==> config.mk <==
export PLATFORM = sky130hd
export DESIGN_NAME = mem_load_ctrl
export DESIGN_NICKNAME = d
export VERILOG_FILES = /design/src/rtl/mem_load_ctrl.sv
export SDC_FILE = /design/constraint.sdc
export NUM_CORES = 1
export LEC_CHECK = 0
export ABC_AREA = 1
export CAP_MARGIN = 20
export CELL_PAD_IN_SITES_DETAIL_PLACEMENT = 0
export CELL_PAD_IN_SITES_GLOBAL_PLACEMENT = 1
export CORE_UTILIZATION = 36
export DETAILED_ROUTE_END_ITERATION = 12
export GPL_ROUTABILITY_DRIVEN = 0
export PLACE_DENSITY = 0.88
export SKIP_LAST_GASP = 1
export SLEW_MARGIN = 20
export SYNTH_ARGS = -nofsm -noshare
export SYNTH_HDL_FRONTEND = slang
export SYNTH_SLANG_ARGS = --single-unit
==> constraint.sdc <==
create_clock -name clk -period 2 [get_ports clk]
set_input_delay 0.3 -clock clk [delete_from_list [all_inputs] [get_ports clk]]
set_output_delay 0.3 -clock clk [all_outputs]
set_load 0.005 [all_outputs]
==> src/rtl/mem_load_ctrl.sv <==
// rtl/mem_load_ctrl.sv - memory-load controller filling the filter and image buffers
// Streams filter coefficients then image words from data memory, or performs a single input write.
module mem_load_ctrl #(
   parameter int IMG_SIZE     = 16,
   parameter int PIX_PER_WORD = 4,
   parameter int NUM_FILTERS  = 4,
   parameter int FILTER_WORDS = 4,
   parameter int ADR_W        = 16,
   localparam int IMG_WORDS   = (IMG_SIZE * IMG_SIZE + PIX_PER_WORD - 1) / PIX_PER_WORD,
   localparam int FI_W        = (NUM_FILTERS > 1) ? $clog2(NUM_FILTERS) : 1,
   localparam int FW_W        = (FILTER_WORDS > 1) ? $clog2(FILTER_WORDS) : 1,
   localparam int IW_W        = (IMG_WORDS > 1) ? $clog2(IMG_WORDS) : 1
) (
   input  logic             clk,
   input  logic             rst,
   input  logic             start,
   input  logic [1:0]       mode,
   input  logic [ADR_W-1:0] filter_base,
   input  logic [ADR_W-1:0] img_base,
   input  logic [ADR_W-1:0] wr_adr,
   input  logic             img_ready,
   output logic             busy,
   output logic             done,
   output logic             buf_clr,
   output logic             mem_rd_en,
   output logic             mem_wr_en,
   output logic [ADR_W-1:0] mem_adr,
   output logic             filter_wr_en,
   output logic [FI_W-1:0]  filter_idx,
   output logic [FW_W-1:0]  filter_word_idx,
   output logic             img_wr_en,
   output logic [IW_W-1:0]  img_word_idx
);

   typedef enum logic [2:0] {IDLE, CLR, LD_FILTER, LD_IMG, DRAIN, WR_INP, DONE} state_t;

   localparam logic [FI_W-1:0] F_LAST = FI_W'(NUM_FILTERS - 1);
   localparam logic [FW_W-1:0] W_LAST = FW_W'(FILTER_WORDS - 1);
   localparam logic [IW_W-1:0] I_LAST = IW_W'(IMG_WORDS - 1);

   state_t           state;
   logic [FI_W-1:0]  f_cnt;
   logic [FW_W-1:0]  w_cnt;
   logic [IW_W-1:0]  i_cnt;
   logic [ADR_W-1:0] adr_q;
   logic [ADR_W-1:0] img_base_q;
   logic             rd_arm;
   logic             rd_img;
   logic             wr_q;
   logic             issue;

   // Image reads are gated by img_ready in the same cycle so a stalled buffer sees no new issue.
   assign issue     = rd_arm & (~rd_img | img_ready);
   assign mem_rd_en = issue;
   assign mem_wr_en = wr_q;
   assign mem_adr   = (issue | wr_q) ? adr_q : '0;

   always_ff @(posedge clk or posedge rst) begin
      if (rst) begin
         state           <= IDLE;
         f_cnt           <= '0;
         w_cnt           <= '0;
         i_cnt           <= '0;
         adr_q           <= '0;
         img_base_q      <= '0;
         rd_arm          <= 1'b0;
         rd_img          <= 1'b0;
         wr_q            <= 1'b0;
         busy            <= 1'b0;
         done            <= 1'b0;
         buf_clr         <= 1'b0;
         filter_wr_en    <= 1'b0;
         filter_idx      <= '0;
         filter_word_idx <= '0;
         img_wr_en       <= 1'b0;
         img_word_idx    <= '0;
      end else begin
         done    <= 1'b0;
         buf_clr <= 1'b0;
         wr_q    <= 1'b0;
         // Buffer writes trail the read issue by exactly the one-cycle memory latency.
         filter_wr_en    <= issue & ~rd_img;
         img_wr_en       <= issue & rd_img;
         filter_idx      <= (issue & ~rd_img) ? f_cnt : '0;
         filter_word_idx <= (issue & ~rd_img) ? w_cnt : '0;
         img_word_idx    <= (issue & rd_img) ? i_cnt : '0;

         case (state)
            IDLE: begin
               if (start && mode != 2'd3) begin
                  busy       <= 1'b1;
                  f_cnt      <= '0;
                  w_cnt      <= '0;
                  i_cnt      <= '0;
                  img_base_q <= img_base;
                  case (mode)
                     2'd0: begin
                        state   <= CLR;
                        buf_clr <= 1'b1;
                        adr_q   <= filter_base;
                     end
                     2'd1: begin
                        state  <= LD_IMG;
                        rd_arm <= 1'b1;
                        rd_img <= 1'b1;
                        adr_q  <= img_base;
                     end
                     default: begin
                        state <= WR_INP;
                        wr_q  <= 1'b1;
                        adr_q <= wr_adr;
                     end
                  endcase
               end
            end
            CLR: begin
               state  <= LD_FILTER;
               rd_arm <= 1'b1;
               rd_img <= 1'b0;
            end
            LD_FILTER: begin
               adr_q <= adr_q + 1'b1;
               if (w_cnt == W_LAST) begin
                  w_cnt <= '0;
                  if (f_cnt == F_LAST) begin
                     state  <= LD_IMG;
                     rd_img <= 1'b1;
                     adr_q  <= img_base_q;
                  end else begin
                     f_cnt <= f_cnt + 1'b1;
                  end
               end else begin
                  w_cnt <= w_cnt + 1'b1;
               end
            end
            LD_IMG: begin
               if (img_ready) begin
                  adr_q <= adr_q + 1'b1;
                  if (i_cnt == I_LAST) begin
                     state  <= DRAIN;
                     rd_arm <= 1'b0;
                     rd_img <= 1'b0;
                  end else begin
                     i_cnt <= i_cnt + 1'b1;
                  end
               end
            end
            DRAIN: begin
               state <= DONE;
               done  <= 1'b1;
            end
            WR_INP: begin
               state <= DONE;
               done  <= 1'b1;
            end
            DONE: begin
               state <= IDLE;
               busy  <= 1'b0;
            end
            default: state <= IDLE;
         endcase
      end
   end

endmodule

; Yosys cells after proc, flatten, opt, wreduce, memory -nomap -nowiden
; Cells that the tools add are included.
[totals]
reg_bits = 63
wordCells = 110
output_inout_bits = 33
[op_classes]
mux = 44
n_addsub = 4
bitwise_logic = 6
eq_ne = 19
n_reduce_logical = 20
[ops]
columns = cell, n
row1 = 2-to-1 mux 16 bit, 5
row2 = case mux 16 bit (3 select lines), 1
row3 = case mux 16 bit (2 select lines), 1
row4 = 2-to-1 mux 6 bit, 4
row5 = "adder 16 x 1 -> 16 bit, second input constant", 1
row6 = "inequality test 2 bit, second input constant", 8
row7 = 2-to-1 mux 3 bit, 5
row8 = case mux 3 bit (5 select lines), 1
row9 = 2-to-1 mux 1 bit, 14
row10 = 2-to-1 mux 2 bit, 6
row11 = case mux 6 bit (2 select lines), 1
row12 = AND reduction 5 bit, 2
row13 = "== test 3 bit, second input constant", 3
row14 = case mux 2 bit (2 select lines), 2
row15 = AND reduction 4 bit, 2
row16 = AND reduction 7 bit, 1
row17 = "adder 6 x 1 -> 6 bit, second input constant", 1
row18 = "== test 3 x 2 -> 1 bit, second input constant", 2
row19 = "== test 6 bit, second input constant", 1
row20 = case mux 3 bit (2 select lines), 1
row21 = AND reduction 2 bit, 3
row22 = nonzero test 2 bit, 3
row23 = nonzero test 3 bit, 2
row24 = "adder 2 x 1 -> 2 bit, second input constant", 2
row25 = other kinds (16), 21

; Depth between registers and ports, before layout
[logic_depth]
word_depth = 5
depth_mapped = 11
depth_no_buf = 10

; Worst setup path before layout
; No wires, ideal clock.
[synth_path]
path_kind = register -> output
from = register rd_img
to = output port mem_adr[10]
slack_ns = 0.460
arrival_time_ns = 1.240
t_required_ns = 1.700
path_stages_with_launch = 7
path_cell_list = dfrtp_1 > inv_1 > o21ai_0 > inv_1 > nor2_1 > buf_2 > nor2_1
[synth_between]
elab_chain_len = 5
[synth_rtl]
columns = item, line_no
row1 = "start, declared", 48  ; logic rd_img;
row2 = "start signal, assigned", 67  ; rd_img <= 1'b0;
row3 = "start signal, assigned", 105  ; rd_img <= 1'b1;
row4 = "start signal, assigned", 119  ; rd_img <= 1'b0;
row5 = inverter 1 bit, 53  ; assign issue = rd_arm & (~rd_img | img_ready);
row6 = bitwise OR 1 bit, 53
row7 = bitwise AND 1 bit, 53
row8 = named net mem_rd_en, 25  ; output logic mem_rd_en,
row9 = bitwise OR 1 bit, 56  ; assign mem_adr = (issue | wr_q) ? adr_q : '0;
row10 = 2-to-1 mux 16 bit, 56
row11 = "end, declared", 27  ; output logic [ADR_W-1:0] mem_adr,
; The timed path passes the listed nets, and every way through them passes these cells.

; Final worst setup path
[layout_path]
from = register rd_img
to = output port mem_adr[6]
[layout_between]
elab_chain_len = 5
[layout_rtl]
columns = item, line_no
row1 = inverter 1 bit, 53
row2 = bitwise OR 1 bit, 53
row3 = bitwise AND 1 bit, 53
row4 = bitwise OR 1 bit, 56
row5 = 2-to-1 mux 16 bit, 56
; No other way between the ends.

==> impl_results.md <==
- CP Capture Type: output port
- Mean Syn Cell Area: 7.205 sq um
- Setup TNS: 0 ps
- CORE AREA: 10510 sq um
- Number of global-route vias before repair: 3735
- Sequential cell area: 1577 sq um
- Root Buffer: clkbuf_8
- Worst slew pin tran: 464.0 ps
- Initial antenna violation count: 0
- Most common cell in the netlist: nand2_1
- Max-slew violations: 0
- Post-synth ARST share: 100.0%
- Critical Path Start: rd_img$_DFFE_PP0P_
- Final ANT Viol Nets: 0
- Max-slew headroom: 68.80%
- Worst slack at placement: -177.6 ps
- Wire per inst: 13.43 um
- Worst Path Required: 1700 ps
- Sinks on Clock Net: 63
- Worst EP arrival: 1630 ps
- Net count, final: 722
- Synthesized area: 3970 sq um
- Routed WL: 10810 um
- Period utilisation layout: 96.34%
- DRC Markers: 0
- # fillers: 1072
- Total global-route track usage: 19.95%
- CTS tree: yes
- Maxcap violations: 0
- Most common library cells after synthesis: nand2_1, nor2_1, inv_1
- Leakage power: 2.718 nW
- Syn Inst Count: 551
- Area of the multi-input gates: 1987 sq um
- Area Overhead vs Synth: 34.54%
- FF+latch count, synth: 63
- Initial drt markers: 159
- Slowest CP cell: dfrtp_1
- Worst reg2reg setup slack: 260 ps
- Die X: 107.0 um
- Initial Util: 37.78%
- Hold-fix buffers at CTS: 0
- Count of final hold-check violations: 0
- Largest net degree at the start of global routing: 64
- Top cells by area, synth: dfrtp_1, nand2_1, nor2_1
- Crit path time final: 1927 ps
- Clock tree buffer depth: 2
- Worst Setup Path Type: flop to output port
- Grt ovf: 0
- Outcome: finished clean
- Setup Skew: 7.816 ps
- First-pass GRT wire length: 17820 um
- Final worst slack: 73.19 ps
- Critical R2R Capture: i_cnt[3]$_DFFE_PP0P_
- Vias per inst: 4.748
- Clock-pin transition on the worst setup and hold timing paths: 80 ps
- Chip height: 107.0 um
- Post-synthesis sequential area ratio: 39.71%
- Num CTS Buffers: 9
- VDD IR max: 0.5309 mV
- Hpwl dp: 8108 um
- Syn_nets: 609
- I/O Buffers: 86
- Fin util: 50.83%
- RSZ-0062 raised after global routing: no
- Post-synth top flop: dfrtp_1
- Critical Path Source Type: flop
- EDFF count, synth: 0
- Worst r2r src: state[1]$_DFFE_PP0P_
- Hold crit path type: input port to asynchronous set/reset pin
- Worst-case reg-to-reg path depth: 7
- Crit path cell chain: inv_1 -> o21ai_2 -> inv_2 -> nor2_4 -> buf_6 -> buf_4 -> nor2_1 -> dlygate4sd2_1
- H-tree Lvls: 3
- Yosys cell types: 36
- Hold_ws: 336.7 ps
- PwrDens: 1318 nW/um^2
- Synth warn: 0
- Die ar.: 11450 sq um
- DRT Pass-1 Iters: 4
- FP Rows: 37
- Later-pin clock latency in the skew report: 350 ps
- Largest stage delay on the critical path: 350 ps
- Yosys top cell area share: 39.71%
- Design Power: 7.039 mW
- Max Fclk: 519.0 MHz
- Top cell type by total area after synthesis: dfrtp_1
- Final setup vio count: 0
- Vias: 3822
- Share of cells above drive strength 1: 14.65%
- I/O pin count: 87
- Crit path max fanout: 5
- Antenna Cells: 0
flip-flops by register name, indices dropped and copies added (netlist names), 2 cells and up:
register,cells
w_cnt,2
f_cnt,2
img_base_q,16
filter_idx,2
i_cnt,6
img_word_idx,6
filter_word_idx,2
adr_q,16
state,3
where the power goes:
group          internal, mW  switching (mW)  leakage, nW  total (mW)
sequential             1.70           0.367        0.795        2.07
combinational          1.60            2.24         1.83        3.83
clock                 0.582           0.553       0.0891        1.13
final cells by class:
class	count	share of cell area [%]
sequential	63	29.52
tap	136	3.186
clock buffer	10	2.389
multi-input combinational	395	37.20
inverter	77	5.505
timing repair buffer	118	20.89
clock inverter	6	1.312
timing repair:
action / in CTS / in global routing
resized for setup: 23 / 12
endpoints found under the setup margin: 16 / 13
buffers inserted: 6 / 2
pin swaps: 2 / 2
gates cloned: 1 / 0
hold endpoints to repair: 0 / 0
per-stage QoR:
stage          cells  instance area [sq um]
6_report         805                   5341
5_1_grt          805                   5341
4_1_cts          804                   5333
3_5_place_dp     781                   5082
3_3_place_gp     781                   5082
2_1_floorplan    551                   3970
cells by family after synthesis:
logic type	Yosys count	share of synthesized area [%]
compound gates	65	10.56
buf+inv	93	10.53
fa+ha+maj	4	1.261
xor+xnor	6	1.324
simple gates	314	34.92
flops	63	39.71
mux	6	1.702
worst max-delay path: cells and delay by family, from the launching register on:
family / cells / cell delay (ps)
AO/OA/AOI/OAI: 1 / 140
buffers and inverters: 5 / 640
flip-flops: 1 / 350
AND/OR/NAND/NOR: 2 / 160
metal layers:
layer | up-vias | wire length, um | global-route usage (%)
li1 | 1963 | - | -
met1 | 1760 | 5075 | 26.36
met2 | 88 | 5121 | 33.82
met3 | 11 | 465 | 2.492
met4 | 0 | 146 | 6.360
met5 | - | 0 | 0
worst max-delay path by stage:
stage                                end  slack [ps]  cells after the start
finish                        mem_adr[6]          70                      8
global route                  mem_adr[1]           8                      8
CTS                          mem_adr[14]        -100                      7
detailed placement           mem_adr[14]        -180                      7
global placement             mem_adr[12]        -160                      7
floorplan           adr_q[0]$_DFFE_PP0P_         130                      1
cell usage in the layout (no fill, tap or decap), types with 3 or more instances in the layout:
cell and count:
nand2_1 144, nor2_1 80, clkdlybuf4s50_1 69, inv_1 67
dfrtp_1 63, nand3_1 57, buf_4 28, o21ai_0 22
nand2_2 11, a21oi_1 10, o21ai_1 9, clkbuf_8 9
dlygate4sd2_1 9, inv_2 8, o21ai_2 8, nand4_1 7
o211ai_1 6, xor2_1 6, mux2_1 5, ha_1 4
clkbuf_2 4, nand2_4 3, o21bai_1 3, clkinvlp_4 3
buf_12 3
(Power assumes the default switching activity.)
